**src/rtl/parking_lane_arbiter.sv**
```systemverilog
// Purpose : shares one slot-occupancy bitmap between the entry and exit lanes; grants one lane at a time.
// Latency : request seen in IDLE at edge T -> ack in cycle T+1 -> gate open T+2..T+1+GATE_CYCLES -> IDLE.
// Backpress: requests are level-held; the losing lane simply waits, and a full lot blocks entry only.
//
// Ports:
//   clk, reset          single clock, synchronous active-high reset
//   entry_req           validated car waiting at the entry barrier (level)
//   exit_req, exit_slot car leaving, and the slot it claims to vacate (level)
//   entry_ack/slot      one-cycle grant pulse plus the allocated slot (0 when no ack)
//   exit_ack / exit_err one-cycle pulse: slot freed / slot invalid or not occupied
//   entry_gate/exit_gate barrier open windows of GATE_CYCLES cycles
//   no_space            entry waiting while the lot is full
//   occupancy           number of occupied slots
module parking_lane_arbiter #(
    parameter int NUM_SLOTS   = 50,
    parameter int SLOT_W      = 6,
    parameter int GATE_CYCLES = 4
) (
    input  logic              clk,
    input  logic              reset,
    input  logic              entry_req,
    input  logic              exit_req,
    input  logic [SLOT_W-1:0] exit_slot,
    output logic              entry_ack,
    output logic [SLOT_W-1:0] entry_slot,
    output logic              exit_ack,
    output logic              exit_err,
    output logic              entry_gate,
    output logic              exit_gate,
    output logic              no_space,
    output logic [SLOT_W-1:0] occupancy
);

    // The gate counter runs 0..GATE_CYCLES-1, so it only needs to hold GATE_CYCLES-1.
    localparam int                GCW       = (GATE_CYCLES > 1) ? $clog2(GATE_CYCLES) : 1;
    localparam logic [GCW-1:0]    GATE_LAST = GCW'(GATE_CYCLES - 1);
    localparam logic [SLOT_W-1:0] FULL_CNT  = SLOT_W'(NUM_SLOTS);
    localparam logic [NUM_SLOTS-1:0] ONE_HOT0 = NUM_SLOTS'(1);

    typedef enum logic [2:0] {
        S_IDLE     = 3'd0,
        S_GRANT_IN = 3'd1,
        S_GATE_IN  = 3'd2,
        S_CHK_OUT  = 3'd3,
        S_GATE_OUT = 3'd4
    } state_t;

    state_t                state_q;
    state_t                state_d;
    logic [NUM_SLOTS-1:0]  bitmap_q;
    logic [SLOT_W-1:0]     occ_q;
    logic                  last_exit_q;   // 1: most recent grant went to the exit lane
    logic [SLOT_W-1:0]     slot_q;        // exit slot captured at grant time
    logic [GCW-1:0]        gate_cnt_q;

    logic                  lot_full;
    logic                  entry_elig;
    logic                  exit_elig;
    logic                  grant_entry;
    logic                  grant_exit;
    logic                  gate_done;
    logic [SLOT_W-1:0]     free_idx;
    logic [NUM_SLOTS-1:0]  free_oh;
    logic                  slot_hit;
    logic [NUM_SLOTS-1:0]  slot_oh;

    // ------------------------------------------------------------------
    // Arbitration: on a tie the lane that did not win last time goes.
    // last_exit_q resets to 0 (entry), so the first tie favours exit.
    // ------------------------------------------------------------------
    always_comb begin
        lot_full    = (occ_q == FULL_CNT);
        entry_elig  = entry_req & ~lot_full;
        exit_elig   = exit_req;
        grant_entry = entry_elig & (~exit_elig | last_exit_q);
        grant_exit  = exit_elig & (~entry_elig | ~last_exit_q);
        gate_done   = (gate_cnt_q == GATE_LAST);
    end

    // Lowest-index free slot; scanning downward leaves the lowest clear bit last.
    always_comb begin
        free_idx = '0;
        for (int i = NUM_SLOTS - 1; i >= 0; i--) begin
            if (!bitmap_q[i]) begin
                free_idx = SLOT_W'(i);
            end
        end
        free_oh = ONE_HOT0 << free_idx;
    end

    // Exit validity: an out-of-range index never matches any bitmap position,
    // so it falls through as a miss without a separate range compare.
    always_comb begin
        slot_hit = 1'b0;
        for (int i = 0; i < NUM_SLOTS; i++) begin
            if (slot_q == SLOT_W'(i)) begin
                slot_hit = bitmap_q[i];
            end
        end
        slot_oh = ONE_HOT0 << slot_q;
    end

    // ------------------------------------------------------------------
    // FSM: state register
    // ------------------------------------------------------------------
    always_ff @(posedge clk) begin
        if (reset) begin
            state_q <= S_IDLE;
        end else begin
            state_q <= state_d;
        end
    end

    // ------------------------------------------------------------------
    // FSM: next-state logic
    // ------------------------------------------------------------------
    always_comb begin
        state_d = state_q;
        case (state_q)
            S_IDLE: begin
                if (grant_entry) begin
                    state_d = S_GRANT_IN;
                end else if (grant_exit) begin
                    state_d = S_CHK_OUT;
                end
            end
            S_GRANT_IN: state_d = S_GATE_IN;
            S_GATE_IN: begin
                if (gate_done) begin
                    state_d = S_IDLE;
                end
            end
            S_CHK_OUT:  state_d = slot_hit ? S_GATE_OUT : S_IDLE;
            S_GATE_OUT: begin
                if (gate_done) begin
                    state_d = S_IDLE;
                end
            end
            default:    state_d = S_IDLE;
        endcase
    end

    // ------------------------------------------------------------------
    // FSM: outputs (all decoded from the registered state)
    // ------------------------------------------------------------------
    always_comb begin
        entry_ack  = (state_q == S_GRANT_IN);
        entry_slot = entry_ack ? free_idx : '0;
        exit_ack   = (state_q == S_CHK_OUT) & slot_hit;
        exit_err   = (state_q == S_CHK_OUT) & ~slot_hit;
        entry_gate = (state_q == S_GATE_IN);
        exit_gate  = (state_q == S_GATE_OUT);
        no_space   = entry_req & lot_full;
        occupancy  = occ_q;
    end

    // ------------------------------------------------------------------
    // Datapath: bitmap, count, round-robin pointer, exit slot, gate timer
    // ------------------------------------------------------------------
    always_ff @(posedge clk) begin
        if (reset) begin
            bitmap_q    <= '0;
            occ_q       <= '0;
            last_exit_q <= 1'b0;
            slot_q      <= '0;
            gate_cnt_q  <= '0;
        end else begin
            case (state_q)
                S_IDLE: begin
                    gate_cnt_q <= '0;
                    if (grant_entry) begin
                        last_exit_q <= 1'b0;
                    end else if (grant_exit) begin
                        last_exit_q <= 1'b1;
                        slot_q      <= exit_slot;
                    end
                end
                S_GRANT_IN: begin
                    // Never entered while full, so a free bit always exists.
                    bitmap_q   <= bitmap_q | free_oh;
                    occ_q      <= occ_q + SLOT_W'(1);
                    gate_cnt_q <= '0;
                end
                S_CHK_OUT: begin
                    // A set bit guarantees occ_q >= 1, so this cannot underflow.
                    if (slot_hit) begin
                        bitmap_q <= bitmap_q & ~slot_oh;
                        occ_q    <= occ_q - SLOT_W'(1);
                    end
                    gate_cnt_q <= '0;
                end
                S_GATE_IN, S_GATE_OUT: begin
                    gate_cnt_q <= gate_done ? '0 : gate_cnt_q + GCW'(1);
                end
                default: gate_cnt_q <= '0;
            endcase
        end
    end

`ifndef SYNTHESIS
    always_ff @(posedge clk) begin
        if (!reset) begin
            assert (!(entry_gate && exit_gate));
            assert (!(entry_ack && exit_ack));
            assert (occ_q <= FULL_CNT);
        end
    end
`endif

endmodule

```
**config.mk**
```make
export PLATFORM = sky130hd
export DESIGN_NAME = parking_lane_arbiter
export DESIGN_NICKNAME = d
export VERILOG_FILES = /design/src/rtl/parking_lane_arbiter.sv
export SDC_FILE = /design/constraint.sdc
export NUM_CORES = 1
export LEC_CHECK = 0
export CAP_MARGIN = 20
export CORE_UTILIZATION = 30
export CTS_BUF_LIST = sky130_fd_sc_hd__clkbuf_4 sky130_fd_sc_hd__clkbuf_8 sky130_fd_sc_hd__clkbuf_16
export DETAILED_ROUTE_END_ITERATION = 10
export SLEW_MARGIN = 30
export SYNTH_ARGS = -nofsm -noshare
export SYNTH_HDL_FRONTEND = slang
export SYNTH_SLANG_ARGS = --single-unit
```
**constraint.sdc**
```tcl
create_clock -name clk -period 5.7 [get_ports clk]
set_input_delay 1.71 -clock clk [delete_from_list [all_inputs] [get_ports clk]]
set_output_delay 1.71 -clock clk [all_outputs]
set_load 0.02 [all_outputs]
```
==> results.txt, run 1 <==
status = finished, final reports clean
critical path data arrival time = 3.67 ns
Pwr per Cell Area = 253 nW/um^2
CORE AREA = 15100 um^2
slew margin rel. = 0.376
clk sinks = 68
Die X = 126 um
Hold WC Path Type = reg -> reg
Req. time, crit path = 3.99 ns
Clock Latency Late Sink = 0.35 ns
Syn Inst Count = 590
worst r2r path cells = 9
GR Layer Usage met2 = 0.340
final setup fails = 0
WL/cell = 21.4 um
DP Area = 5030 um^2
top_reg_cell synth = dfxtp_1
CP Launch Point = slot_q[2]$_SDFFE_PP0P_
initial DRC count = 558
library cells used by synthesis = 82
# fillers = 1551
synth warn = 0
CTS tree = yes
Reg-to-Reg End = bitmap_q[6]$_SDFFE_PP0P_
area leader, netlist = dfxtp_1
worst r2r src = slot_q[2]$_SDFFE_PP0P_
most frequent cell after synthesis = dfxtp_1
Max Fclk = 186 MHz
Die H = 126 um
Post-DRT Antenna Nets = 0
DR pass1 iterations = 5
worst reg-to-reg setup slack = 1.98 ns
top cells by count, synth = 68 x dfxtp_1, 60 x nand2_1, 55 x o211ai_1, 48 x nor2_1, 40 x o21ai_0
Setup crit end = exit_err
Max-cap violations = 0
Residual DRC = 0
critical path type = reg -> out
syn nets = 606
Tmin final = 5.38 ns
gr usage total = 0.220
antenna cells = 0
M1 GR Usage = 0.285
postcts setup bufs = 0
number of global-route vias before repair = 4765
max-slew violations = 0
Critical Path Fanout Max = 23
P_leak = 1.74 nW
IO buf count = 27
first-pass GRT wire length = 26700 um
initial antenna violation count = 0
worst-margin pin slew = 0.934 ns
initial core utilization = 0.307
# resized after CTS = 0
vias after detailed routing = 4945
GP Congestion = 0.991
drt via density = 6.21
RSZ-0062 raised after global routing = no
register area share after synthesis = 0.293
grt ovf = 0
EDFF count, synth = 0
Site Rows = 45
layout cells sized above 1 = 0.0938
worst-case clock skew = 0.0110 ns
CTS clk-pin slew, worst paths = 0.06 ns
Area growth, synth to finish = 15.8%
Clock Path Buffers = 2
asr flop ratio synth = 0
top cells by area, synth = dfxtp_1 29%, o211ai_1 8.9%, nand2_1 4.8%
Mapped Area = 4640 um^2
VDD IR max = 0.000172 V
number of CTS-inserted buffers = 9
Period Utilization, post-route = 0.944
GRT Max-Usage Layer = met2
io pins = 28
Syn Area/Cell = 7.87 um^2
final wirelength = 17000 um
synthesized flop and latch total = 68
Design Area, Final = 5380 um^2
top cell type's share of synthesized area = 0.293
H-tree depth = 3
Worst Setup End Kind = output pin
DPL Wire Length = 12500 um
CTS Root Cell = clkbuf_16
Net count, final = 619
pin count of the biggest net entering global routing = 51
Fin. Hold Viols = 0
Setup TNS Final = 0 ns
CP startpoint kind = flip-flop
GR Util met3 = 0.0578
Die Area = 16000 um^2
hold_buf cts = 0
[report_power, final]
part / switching, mW / internal (mW)
clock network: 0.231 / 0.439
registers: 0.0273 / 0.486
logic: 0.107 / 0.0709
[cells by family (layout without fill, tap and decap cells)]
logic type,count (synthesis),count (layout),synth area share
simple gates,230,230,0.259
buf+inv,54,72,0.0563
fa+ha+maj,6,6,0.0178
compound gates,207,207,0.317
mux,21,21,0.0488
flops,68,68,0.293
xor+xnor,4,4,0.00754
[cell usage in the layout, fill, tap and decap left out, drive strengths merged, types with 5 or more instances in the layout]
cell type,Yosys,final
dfxtp,68,68
nand2,61,61
o21ai,61,61
o211ai,56,56
nor2,48,48
clkdlybuf4s50,0,27
inv,21,21
nand4,19,19
a21oi,19,19
mux2i,17,17
nand3,17,17
nand2b,16,16
nor2b,15,15
nor3,11,11
clkbuf,14,10
buf,19,8
and2,7,7
o31ai,7,7
a311oi,6,6
a21o,6,6
a31oi,6,6
and3,6,6
a211oi,6,6
ha,5,5
or2,5,5
[sequential cells by signal (all words and copies together), names as in the netlist]
name	cells
gate_cnt_q	2
slot_q	6
last_exit_q	1
occupancy	6
bitmap_q	50
state_q	3
[final cells by class]
cell class	instances	area (um^2)	share of cell area
timing repair buffer	35	330	0.0614
clock buffer	10	239	0.0444
inverter	21	78.8	0.0147
multi-input combinational	468	3020	0.562
sequential	68	1360	0.253
tap	188	235	0.0437
clock inverter	6	111	0.0207
[through the flow]
stage	std cells	setup slack [ns]	power, mW	utilization	hold WS, ns
after floorplan	590	1.96	0.644	-	0.399
after global placement	780	0.755	0.697	0.332	0.408
after detailed placement	780	0.664	0.698	0.332	0.429
after CTS	796	0.255	1.37	0.355	0.438
after global routing	796	0.107	1.41	0.355	0.449
final	796	0.321	1.36	0.355	0.432
[layer usage]
metal,wire length [um],share of wire
met3,1480,0.087
met4,546,0.032
met1,7330,0.43
met5,0,0
met2,7660,0.45
[critical path: stages (launching register included)]
cell and delay (ns):
dfxtp_1 0.84, nor2b_1 0.51, nor2b_1 0.34, nor2_1 0.07
o221ai_1 0.27, and3_1 0.25, nor2_1 0.05, a311oi_1 0.35
nor2_1 0.08, clkdlybuf4s50_1 0.54
[worst min-delay path by stage]
stage               slack [ns]                      from                        to  cells after the start
detailed placement        0.43  gate_cnt_q[0]$_SDFF_PP0_  gate_cnt_q[0]$_SDFF_PP0_                      1
global placement          0.41  gate_cnt_q[0]$_SDFF_PP0_  gate_cnt_q[0]$_SDFF_PP0_                      1
floorplan                 0.40  gate_cnt_q[0]$_SDFF_PP0_  gate_cnt_q[0]$_SDFF_PP0_                      1
CTS                       0.44  gate_cnt_q[0]$_SDFF_PP0_  gate_cnt_q[0]$_SDFF_PP0_                      1
global route              0.45  gate_cnt_q[0]$_SDFF_PP0_  gate_cnt_q[0]$_SDFF_PP0_                      1
finish                    0.43  gate_cnt_q[0]$_SDFF_PP0_  gate_cnt_q[0]$_SDFF_PP0_                      1
Power figures use the tool's default switching activity.
==> run 2, diff against run 1 <==
--- a/config.mk
+++ b/config.mk
@@ -7,7 +7,7 @@
 export LEC_CHECK = 0
 export CAP_MARGIN = 20
 export CORE_UTILIZATION = 30
-export CTS_BUF_LIST = sky130_fd_sc_hd__clkbuf_4 sky130_fd_sc_hd__clkbuf_8 sky130_fd_sc_hd__clkbuf_16
+export CTS_BUF_LIST = sky130_fd_sc_hd__clkbuf_16
 export DETAILED_ROUTE_END_ITERATION = 10
 export SLEW_MARGIN = 30
 export SYNTH_ARGS = -nofsm -noshare
==> results.txt, run 2 (same netlist as run 1, synthesis figures left out) <==
slowest CP cell = dfxtp_1
Residual DRC = 0
GR Util met3 = 0.0574
Period Utilization, post-route = 0.940
drt via density = 6.16
worst-margin pin slew = 0.899 ns
worst r2r path cells = 9
io pins = 28
Area growth, synth to finish = 15.6%
Post-DRT Antenna Nets = 0
Crit path max-delay family = simple AND/OR/NAND/NOR gates
CTS tree = yes
M1 GR Usage = 0.289
Die H = 126 um
critical path type = reg -> out
number of global-route vias before repair = 4724
CP startpoint kind = flip-flop
VDD IR max = 0.000171 V
Pwr per Cell Area = 251 nW/um^2
CTS clk-pin slew, worst paths = 0.06 ns
DR pass1 iterations = 5
H-tree depth = 3
slew margin rel. = 0.399
vias after detailed routing = 4901
Critical Path Fanout Max = 23
GRT Max-Usage Layer = met2
Die Area = 16000 um^2
Max-cap violations = 0
Top reg by flops = bitmap_q
Site Rows = 45
WL/cell = 21.2 um
GR Layer Usage met2 = 0.339
number of CTS-inserted buffers = 9
final wirelength = 16900 um
status = finished, final reports clean
Net count, final = 619
Tmin final = 5.36 ns
crit-path max cell delay = 0.82 ns
fin util = 0.354
initial antenna violation count = 0
DPL Wire Length = 12500 um
Hold Path Stages = 1
IO buf count = 27
Req. time, crit path = 3.99 ns
Max Fclk = 187 MHz
final setup fails = 0
total power = 1.35 mW
placed instance count = 780
critical path depth in cells = 9
postcts setup bufs = 0
Worst Path Buf+Inv = 1
hold_buf cts = 0
clk sinks = 68
Setup TNS Final = 0 ns
Finished Layout Cells = 796
pin count of the biggest net entering global routing = 51
grt ovf = 0
CP Cell Sequence = nor2b_1, nor2b_1, nor2_1, o221ai_1, and3_1, nor2_1, a311oi_1, nor2_1, clkdlybuf4s50_1
CORE AREA = 15100 um^2
Hold WC Path Type = reg -> reg
gr usage total = 0.220
CTS Root Cell = clkbuf_16
worst-case clock skew = 0.00988 ns
max-slew violations = 0
Clock Latency Late Sink = 0.35 ns
GP Congestion = 0.991
antenna cells = 0
RSZ-0062 raised after global routing = no
commonest non-fill, non-tap cell in the layout = dfxtp_1
layout cells sized above 1 = 0.0921
initial core utilization = 0.307
Worst Setup End Kind = output pin
number of flip-flops in the largest register = 50
P_leak = 1.74 nW
Worst path most repeated cell = nor2_1
# resized after CTS = 0
critical path data arrival time = 3.65 ns
initial DRC count = 631
Clock Path Buffers = 2
Fin. Hold Viols = 0
Die X = 126 um
first-pass GRT wire length = 26700 um
highest-count cells in the layout ignoring fill and taps = 67 x dfxtp_1, 60 x nand2_1, 55 x o211ai_1
run 2: cell types whose count changed in the layout (fill, tap and decap cells not counted), sizes merged:
cell,change
clkbuf,-1
clkinv,+1
run 2: layer usage:
layer  up-vias  wire (um)
met5         -          0
met4         0        511
met3        35       1470
met2       260       7630
met1      2353       7280
li1       2253          -
run 2: final timing paths:
path,from,to,slack (ns)
max,slot_q[2]$_SDFFE_PP0P_,exit_err,0.34
min,gate_cnt_q[0]$_SDFF_PP0_,gate_cnt_q[0]$_SDFF_PP0_,0.43
max reg2reg,slot_q[2]$_SDFFE_PP0P_,bitmap_q[6]$_SDFFE_PP0P_,2.03
min reg2reg,gate_cnt_q[0]$_SDFF_PP0_,gate_cnt_q[0]$_SDFF_PP0_,0.43
run 2: area by class of cell:
type	count	area, um^2
Inverter	21	78.8
Tap cell	188	235
Clock inverter	7	115
Timing Repair Buffer	35	330
Clock buffer	9	225
Multi-Input combinational cell	468	3020
Sequential cell	68	1360
Fill cell	1549	9780
run 2: worst register-to-register path: stages, from the launching register on:
cell	delay, ns
dfxtp_1	0.82
buf_4	0.28
nand4_1	0.23
o32ai_2	0.36
a21oi_2	0.17
a21boi_1	0.17
a31o_1	0.25
a211o_1	0.51
nand2b_1	0.55
o21ai_0	0.19
run 2: metrics by stage:
step | cell area, um^2 | hold slack (ns) | worst slack, ns
final | 5370 | 0.432 | 0.345
after global routing | 5370 | 0.449 | 0.107
after CTS | 5370 | 0.438 | 0.255
after detailed placement | 5030 | 0.429 | 0.664
after global placement | 5030 | 0.408 | 0.755
after floorplan | 4640 | 0.399 | 1.96
run 2: where the power goes:
part	switching, mW	internal, mW
Sequential	0.0273	0.486
Clock	0.232	0.426
Combinational	0.108	0.0709
Total	0.367	0.983
==> run 3, diff against run 2 <==
--- a/config.mk
+++ b/config.mk
@@ -6,9 +6,10 @@
 export NUM_CORES = 1
 export LEC_CHECK = 0
 export CAP_MARGIN = 20
-export CORE_UTILIZATION = 30
+export CORE_UTILIZATION = 65
 export CTS_BUF_LIST = sky130_fd_sc_hd__clkbuf_16
 export DETAILED_ROUTE_END_ITERATION = 10
+export PLACE_DENSITY = 0.86
 export SLEW_MARGIN = 30
 export SYNTH_ARGS = -nofsm -noshare
 export SYNTH_HDL_FRONTEND = slang
==> results.txt, run 3 (same netlist as run 1, synthesis figures left out) <==
max-slew violations = 0
critical path data arrival time = 3.70 ns
Hold WS = 0.418 ns
Clock Latency Late Sink = 0.34 ns
Net count, final = 619
worst reg-to-reg setup slack = 1.95 ns
Max-cap violations = 0
Tmin final = 5.41 ns
IO buf count = 27
Die X = 86.5 um
hold_buf cts = 0
Die Area = 7490 um^2
Setup TNS Final = 0 ns
final worst slack = 0.295 ns
Area growth, synth to finish = 12.0%
# resized after CTS = 0
Site Rows = 30
CTS clk-pin slew, worst paths = 0.06 ns
Die H = 86.5 um
Max Fclk = 185 MHz
Post-DRT Antenna Nets = 0
initial core utilization = 0.680
pre-CTS WS = 0.761 ns
CTS Root Cell = clkbuf_16
DR pass1 iterations = 6
gr usage total = 0.452
GP Congestion = 1.09
drt via density = 7.38
commonest non-fill, non-tap cell in the layout = dfxtp_1
number of global-route vias before repair = 4714
slew margin rel. = 0.369
Clock Path Buffers = 2
# fillers = 528
worst r2r path cells = 8
layout cells sized above 1 = 0.0888
RSZ-0062 raised after global routing = no
final setup fails = 0
worst-case clock skew = 0.00576 ns
VDD IR max = 0.000203 V
Critical Path Fanout Max = 27
DPL Wire Length = 11700 um
critical path type = reg -> out
CORE AREA = 6830 um^2
WL/cell = 23.5 um
initial DRC count = 699
Fin. Hold Viols = 0
worst-margin pin slew = 0.944 ns
H-tree depth = 3
io pins = 28
worst r2r src = slot_q[1]$_SDFFE_PP0P_
Hold Path Sink = gate_cnt_q[0]$_SDFF_PP0_
CTS tree = yes
final wirelength = 16600 um
antenna cells = 0
highest-count cells in the layout ignoring fill and taps = 68 x dfxtp_1, 60 x nand2_1, 55 x o211ai_1
Req. time, crit path = 3.99 ns
Hold Path Stages = 1
status = finished, final reports clean
Residual DRC = 0
Pwr per Cell Area = 239 nW/um^2
vias after detailed routing = 5194
Reg-to-Reg End = bitmap_q[10]$_SDFFE_PP0P_
worst hold path startpoint = gate_cnt_q[0]$_SDFF_PP0_
Period Utilization, post-route = 0.948
clk sinks = 68
placed instance count = 688
Worst Setup End Kind = output pin
number of flip-flops in the largest register = 50
first-pass GRT wire length = 25500 um
Hold WC Path Type = reg -> reg
CP startpoint kind = flip-flop
postcts setup bufs = 0
number of CTS-inserted buffers = 9
P_leak = 1.72 nW
Top reg by flops = bitmap_q
initial antenna violation count = 0
pin count of the biggest net entering global routing = 51
Finished Layout Cells = 704
grt ovf = 0
[run 3: cell count changes in the layout (fill, tap and decap cells not counted)]
cell       previous run  this run
o21ai_1              11        10
bufinv_16             3         1
o21ai_2              10        11
clkinv_4              1         0
clkinv_1              1         2
dfxtp_2               1         0
dfxtp_1              67        68
clkinv_2              1         2
inv_1                21        22
[run 3: critical path: stages, from the launching register on]
cell	delay [ns]
dfxtp_1	0.89
nand4_1	0.54
o32ai_2	0.41
a21oi_2	0.16
a21boi_1	0.17
a31o_1	0.25
a21oi_1	0.17
buf_4	0.17
inv_1	0.07
clkdlybuf4s50_1	0.53
[run 3: layer usage]
layer / track usage / vias to the layer above / routed length, um
met3: 0.117 / 102 / 2220
met2: 0.691 / 444 / 7090
met4: 0.208 / 0 / 843
met1: 0.598 / 2400 / 6410
li1: - / 2248 / -
met5: 0 / - / 0
[run 3: layout make-up]
cell class                 instances  area, um^2  share of cell area
clock inverter                     7        58.8              0.0113
multi-input combinational        468        3030               0.582
clock buffer                       9         225              0.0433
inverter                          21        78.8              0.0152
timing repair buffer              35         330              0.0635
sequential                        68        1360               0.262
tap                               96         120              0.0231
[run 3: worst max path at each step]
stage	to	cells after the start	from
finish	exit_ack	9	slot_q[1]$_SDFFE_PP0P_
global route	exit_ack	10	slot_q[0]$_SDFFE_PP0P_
CTS	exit_ack	10	slot_q[1]$_SDFFE_PP0P_
detailed placement	exit_ack	10	slot_q[1]$_SDFFE_PP0P_
global placement	exit_ack	10	slot_q[1]$_SDFFE_PP0P_
floorplan	no_space	2	entry_req
[run 3: per-stage QoR]
| stage | util | instance area [um^2] | power, mW |
|---|---|---|---|
| final | 0.761 | 5200 | 1.25 |
| after CTS | 0.761 | 5200 | 1.23 |
| after global routing | 0.761 | 5200 | 1.27 |
| after global placement | 0.719 | 4910 | 0.691 |
| after detailed placement | 0.720 | 4920 | 0.696 |
| after floorplan | - | 4640 | 0.644 |
[run 3: report_power, final]
group / total [mW] / internal (mW) / switching, mW
registers: 0.513 / 0.486 / 0.0271
logic: 0.182 / 0.0716 / 0.110
clock network: 0.550 / 0.333 / 0.217
total: 1.25 / 0.890 / 0.355
